`config.mk`:
```
export PLATFORM = sky130hd
export DESIGN_NAME = ff_addsub_serial
export DESIGN_NICKNAME = d
export VERILOG_FILES = /design/src/rtl/ff_pkg.sv /design/src/rtl/ff_limb_addsub.sv /design/src/rtl/ff_addsub_serial.sv
export SDC_FILE = /design/constraint.sdc
export NUM_CORES = 2
export LEC_CHECK = 0
export CORE_MARGIN = 1
export CORE_UTILIZATION = 40
export DETAILED_ROUTE_END_ITERATION = 12
export SYNTH_ARGS = -nofsm -noshare
export SYNTH_HDL_FRONTEND = slang
export SYNTH_HIERARCHICAL = 1
export SYNTH_SLANG_ARGS = --single-unit
```
`constraint.sdc`:
```
create_clock -name clk -period 8.4 [get_ports clk]
set_clock_uncertainty 0.15 [all_clocks]
set_input_delay 1.68 -clock clk [delete_from_list [all_inputs] [get_ports clk]]
set_output_delay 1.68 -clock clk [all_outputs]
set_load 0.01 [all_outputs]
```
`src/rtl/ff_pkg.sv`:
```
// rtl/ff_pkg.sv - shared constants and enums for the prime-field arithmetic units
package ff_pkg;

   localparam logic [255:0] SECP256K1_P =
      256'hFFFFFFFF_FFFFFFFF_FFFFFFFF_FFFFFFFF_FFFFFFFF_FFFFFFFF_FFFFFFFE_FFFFFC2F;

   typedef enum logic {
      OP_ADD = 1'b0,
      OP_SUB = 1'b1
   } op_e;

   typedef enum logic [1:0] {
      IDLE,
      RUN,
      FIN
   } state_e;

endpackage

```
`src/rtl/ff_limb_addsub.sv`:
```
// rtl/ff_limb_addsub.sv - one limb of a ripple add/subtract with carry/borrow in and out
module ff_limb_addsub #(
   parameter int LIMB = 64
) (
   input  logic [LIMB-1:0] x,
   input  logic [LIMB-1:0] y,
   input  logic            cin,
   input  logic            sub,
   output logic [LIMB-1:0] r,
   output logic            cout
);

   logic [LIMB:0] sum;

   // With a zero-extended subtraction, bit LIMB is set exactly when the result went negative.
   always_comb begin
      if (sub) begin
         sum = {1'b0, x} - {1'b0, y} - {{LIMB{1'b0}}, cin};
      end else begin
         sum = {1'b0, x} + {1'b0, y} + {{LIMB{1'b0}}, cin};
      end
   end

   assign r    = sum[LIMB-1:0];
   assign cout = sum[LIMB];

endmodule

```
`src/rtl/ff_addsub_serial.sv`:
```
// rtl/ff_addsub_serial.sv - limb-serial modular add/subtract over GF(P), start/done handshake
module ff_addsub_serial
   import ff_pkg::*;
#(
   parameter int               WIDTH = 256,
   parameter int               LIMB  = 64,
   parameter logic [WIDTH-1:0] P     = SECP256K1_P
) (
   input  logic             clk,
   input  logic             rst,
   input  logic             start,
   input  logic             op,
   input  logic [WIDTH-1:0] a,
   input  logic [WIDTH-1:0] b,
   output logic             busy,
   output logic             done,
   output logic [WIDTH-1:0] out
);

   localparam int NL   = WIDTH / LIMB;
   localparam int IDXW = (NL > 1) ? $clog2(NL) : 1;

   if (WIDTH % LIMB != 0) begin : g_bad_limb
      $error("ff_addsub_serial: WIDTH must be a multiple of LIMB");
   end

   state_e            state, next_state;
   logic [IDXW-1:0]   idx;
   logic [WIDTH-1:0]  a_sr, b_sr, s_sr, t_sr, sel;
   op_e               op_q;
   logic              c1, c2;
   logic              load, step, last;
   logic [LIMB-1:0]   p_limb, s_limb, t_limb;
   logic              s_cout, t_cout;

   always_ff @(posedge clk) begin
      if (!rst) state <= IDLE;
      else      state <= next_state;
   end

   always_comb begin
      next_state = state;
      case (state)
         IDLE:    if (start) next_state = RUN;
         RUN:     if (last)  next_state = FIN;
         FIN:     next_state = IDLE;
         default: next_state = IDLE;
      endcase
   end

   always_comb begin
      busy = (state != IDLE);
      load = (state == IDLE) && start;
      step = (state == RUN);
      last = step && (idx == IDXW'(NL - 1));
   end

   assign p_limb = P[int'(idx) * LIMB +: LIMB];

   // s cell: a +/- b; t cell undoes or applies the modulus on s in the opposite direction.
   ff_limb_addsub #(.LIMB(LIMB)) u_s_cell (
      .x(a_sr[LIMB-1:0]), .y(b_sr[LIMB-1:0]), .cin(c1), .sub(op_q == OP_SUB),
      .r(s_limb), .cout(s_cout)
   );

   ff_limb_addsub #(.LIMB(LIMB)) u_t_cell (
      .x(s_limb), .y(p_limb), .cin(c2), .sub(op_q == OP_ADD),
      .r(t_limb), .cout(t_cout)
   );

   // Add: reduce when the raw sum overflowed or s-P did not borrow. Sub: add P back on borrow.
   always_comb begin
      if (op_q == OP_SUB) sel = c1 ? t_sr : s_sr;
      else                sel = (c1 || !c2) ? t_sr : s_sr;
   end

   always_ff @(posedge clk) begin
      if (!rst) begin
         idx  <= '0;
         a_sr <= '0;
         b_sr <= '0;
         s_sr <= '0;
         t_sr <= '0;
         op_q <= OP_ADD;
         c1   <= 1'b0;
         c2   <= 1'b0;
         done <= 1'b0;
         out  <= '0;
      end else begin
         done <= (state == FIN);
         if (load) begin
            a_sr <= a;
            b_sr <= b;
            op_q <= op_e'(op);
            c1   <= 1'b0;
            c2   <= 1'b0;
            idx  <= '0;
         end else if (step) begin
            a_sr <= a_sr >> LIMB;
            b_sr <= b_sr >> LIMB;
            s_sr <= WIDTH'({s_limb, s_sr} >> LIMB);
            t_sr <= WIDTH'({t_limb, t_sr} >> LIMB);
            c1   <= s_cout;
            c2   <= t_cout;
            idx  <= idx + 1'b1;
         end
         if (state == FIN) out <= sel;
      end
   end

endmodule
```
==> impl_metrics.ini <==
[pwr]
vdd_drop_max_uv = 214
p_per_area_nw_per_um2 = 240
p_leak_nw = 30.7
power.total_mw = 20.2

[global_route]
antenna_found_initial = 40
grt_overflow_total = 0
track_usage = 0.283
grt_max_degree = 230
grt_pass1_vias = 62700
grt_pass1_wl_um = 393000

[synth]
ys_seq_area_frac = 0.367
synth_xor_xnor_area_share = 0.0287
synth-seq-cells = 1288
ys_warn_count = 6
syn_area_sq_um = 70300
async_reset_ff_frac = 0
synthAdderAreaFrac = 0.0699
synth_area_per_cell_sq_um = 7.47
synthTopCellsByArea = dfxtp_1 37%, nand2_1 12%, a21oi_1 8.0%
synthMuxAreaShare = 0.00520
yosys.area.top_type = dfxtp_1
yosys_most_used_dff = dfxtp_1
yosysTopAreaCellShare = 0.367
netlist_instances = 9408
synth_edf_count = 0
synthSimpleGateAreaFrac = 0.176
synth_compound_area_frac = 0.283
synth_top_family_by_area = compound AO/OA/AOI/OAI gates
synth_cell_types = 104

[drt]
route.detailed.drc = 0
wirelength_um = 263000
drt_first_pass_iters = 7
vias_per_cell = 5.44
drtIter0Drc = 5852
vias = 67000
post_drt_wl_per_cell_um = 21.4
final_antenna_net_count = 0

[floorplan]
start_util = 0.403
core_area_sq_um = 174000
fp.dieW_um = 421
die_y_um = 421
boundaryPins = 774
fp.dieArea_sq_um = 177000
num_rows = 153

[timing]
hold_viol_final = 0
maxSlewViolCount = 0
final.setup.worst_slack_ns = 0.561
rsz0062_at_grt = no
post-route-period-util = 0.933
tightestPinTransition_ns = 1.22
fmaxAchievable_mhz = 128
tns_ns = 0
fin_crit_ns = 7.84
slew-limit-headroom = 0.184
setup_viol = 0

[cts]
cts_buffers = 145
insertion_delay_ns = 0.83
numClockSinks = 1288
cts_tree = done
h-tree-depth = 4
cts_root_buf = clkbuf_16
path_clk_slew_ns = 0.06
clockBufferDepth = 3
postCtsSetupBuffers = 0

[placement]
numPortBuffers = 773
dp_slack_ns = 0.378
dpl-instance-area_sq_um = 79200
gp_congestion = 0.938
dp_hpwl_um = 195000

[final_layout]
fin_area_sq_um = 84000
multi_input_area_sq_um = 40100
drive_above_1_share = 0.0412
area_growth_pct = 19.5
fin_nets = 10800
regArea_sq_um = 25800
filler_cell_count = 17700

[worst_setup_path]
worstPathRequired_ns = 8.97
crit_path_start_kind = flip-flop
r2r-start = b_sr[0]$_SDFFE_PN0P_
worstPathArrival_ns = 8.41
reg2regPathDepth = 33
endpoint_kind = flip-flop
cpPeakStageDelay_ns = 0.59
critical_path_class = flip-flop to flip-flop
crit_buf_inv = 5
crit_slowest_cell = fa_1
cpMostUsedCell = inv_1
r2r_end = t_sr[253]$_SDFFE_PN0P_
rrSetupSlack_ns = 0.56
cp_top_family = compound AO/OA/AOI/OAI gates
cp_max_fo = 6

[flow_run]
cap_violations = 0

[hold_path]
min_path_cells = 2
worstHoldStart = b_sr[148]$_SDFFE_PN0P_
hold_path_class = flip-flop to flip-flop
hold_end = b_sr[84]$_SDFFE_PN0P_

[run_status]
status = finished, final reports clean
==> cell usage in the layout, fill, tap and decap left out, types with 11 or more instances in the layout <==
cell type	count
inv_2	11
clkinv_2	20
clkbuf_8	25
xnor2_1	173
a21boi_1	130
buf_4	89
conb_1	117
clkdlybuf4s50_1	772
a21oi_1	1122
nor2_1	267
mux2i_1	26
buf_12	18
inv_1	433
a21boi_0	525
nand2_1	2276
nand4_1	44
xor2_1	57
nor4_1	47
o21bai_1	57
a2111oi_0	12
nand3_1	185
a21o_1	69
a211oi_1	22
and3_1	22
o21ai_0	510
clkbuf_16	147
nor2b_1	43
clkbuf_1	37
o31ai_1	32
o21ai_1	354
dfxtp_1	1287
diode_2	21
or3_1	12
ha_1	379
o21a_1	24
nand2b_1	24
o211ai_1	30
a31oi_1	290
nor3_1	53
==> synth_stat cells (all sizes together), types with 57 or more instances <==
master / number
a21boi: 656
a21o: 69
a21oi: 1127
a31oi: 297
buf: 411
clkbuf: 268
dfxtp: 1288
ha: 380
inv: 443
nand2: 2276
nand3: 185
nor2: 267
o21ai: 871
o21bai: 59
xnor2: 173
xor2: 57
==> per-stage QoR <==
step	utilization	hold WS [ns]	std cells
finish	0.482	0.280	12300
global route	0.482	0.300	12300
CTS	0.482	0.284	12300
detailed placement	0.455	0.293	12100
global placement	0.455	0.286	12100
floorplan	-	0.280	9524
==> sequential cells by signal, indices dropped and copies added, names as in the netlist <==
signal and cells:
t_sr 256, done 1, b_sr 256, a_sr 256
idx 2, c1 1, op_q 1, c2 1
state 2, out 256, s_sr 256
==> worst min-delay path: stages (launching register included) <==
cell and delay [ns]:
dfxtp_1 0.31, nand2_1 0.05, a21oi_1 0.05
==> metal layers <==
layer  global-route usage  up-vias  share of wire
met5                    0        -         0.0010
met4                0.122       40          0.043
met3               0.0484      367          0.057
met2                0.444     1923           0.45
met1                0.381    31600           0.45
li1                     -    33100              -
==> worst max-delay path by stage <==
stage,from,endpoint,slack (ns),depth (start not counted)
final,b_sr[0]$_SDFFE_PN0P_,t_sr[253]$_SDFFE_PN0P_,0.56,33
after CTS,b_sr[0]$_SDFFE_PN0P_,t_sr[253]$_SDFFE_PN0P_,0.31,33
after global routing,b_sr[0]$_SDFFE_PN0P_,c2$_SDFFE_PP0N_,0.04,33
after detailed placement,b_sr[0]$_SDFFE_PN0P_,t_sr[253]$_SDFFE_PN0P_,0.38,33
after global placement,b_sr[0]$_SDFFE_PN0P_,t_sr[253]$_SDFFE_PN0P_,0.41,33
after floorplan,b_sr[0]$_SDFFE_PN0P_,t_sr[253]$_SDFFE_PN0P_,1.64,32
==> cell families (layout without fill, tap and decap cells) <==
kind of cell / Yosys count / count (layout)
AOI/OAI and AO/OA: 3313 / 3313
and+or+nand+nor: 3029 / 3029
adders and majority gates: 388 / 388
buffers and inverters: 1124 / 1579
DFF: 1288 / 1288
other: 1 / 138
xor gates and xnor gates: 230 / 230
muxes: 35 / 35
==> area by class of cell <==
cell class,count,share of cell area
multi-input cells,7112,0.477
flip-flops and latches,1288,0.307
repair buffers,880,0.104
clock buffers,209,0.0495
well taps,2325,0.0346
inverters,445,0.0199
clock inverters,45,0.00684
diodes,21,0.000626
==> where the power goes <==
part	internal, mW	total [mW]	leakage (nW)	switching [mW]
logic	2.56	7.01	17.9	4.45
clock network	3.73	6.39	2.33	2.66
registers	6.46	6.79	10.5	0.327
total	12.8	20.2	30.7	7.44
==> what timing repair did <==
| action | 4_1_cts | 5_1_grt |
|---|---|---|
| endpoints found under the setup margin | 0 | 4 |
| endpoints found under the hold margin | 0 | 0 |
| resized for setup | 0 | 4 |
| hold buffers | 0 | 0 |
Power figures use the tool's default switching activity.
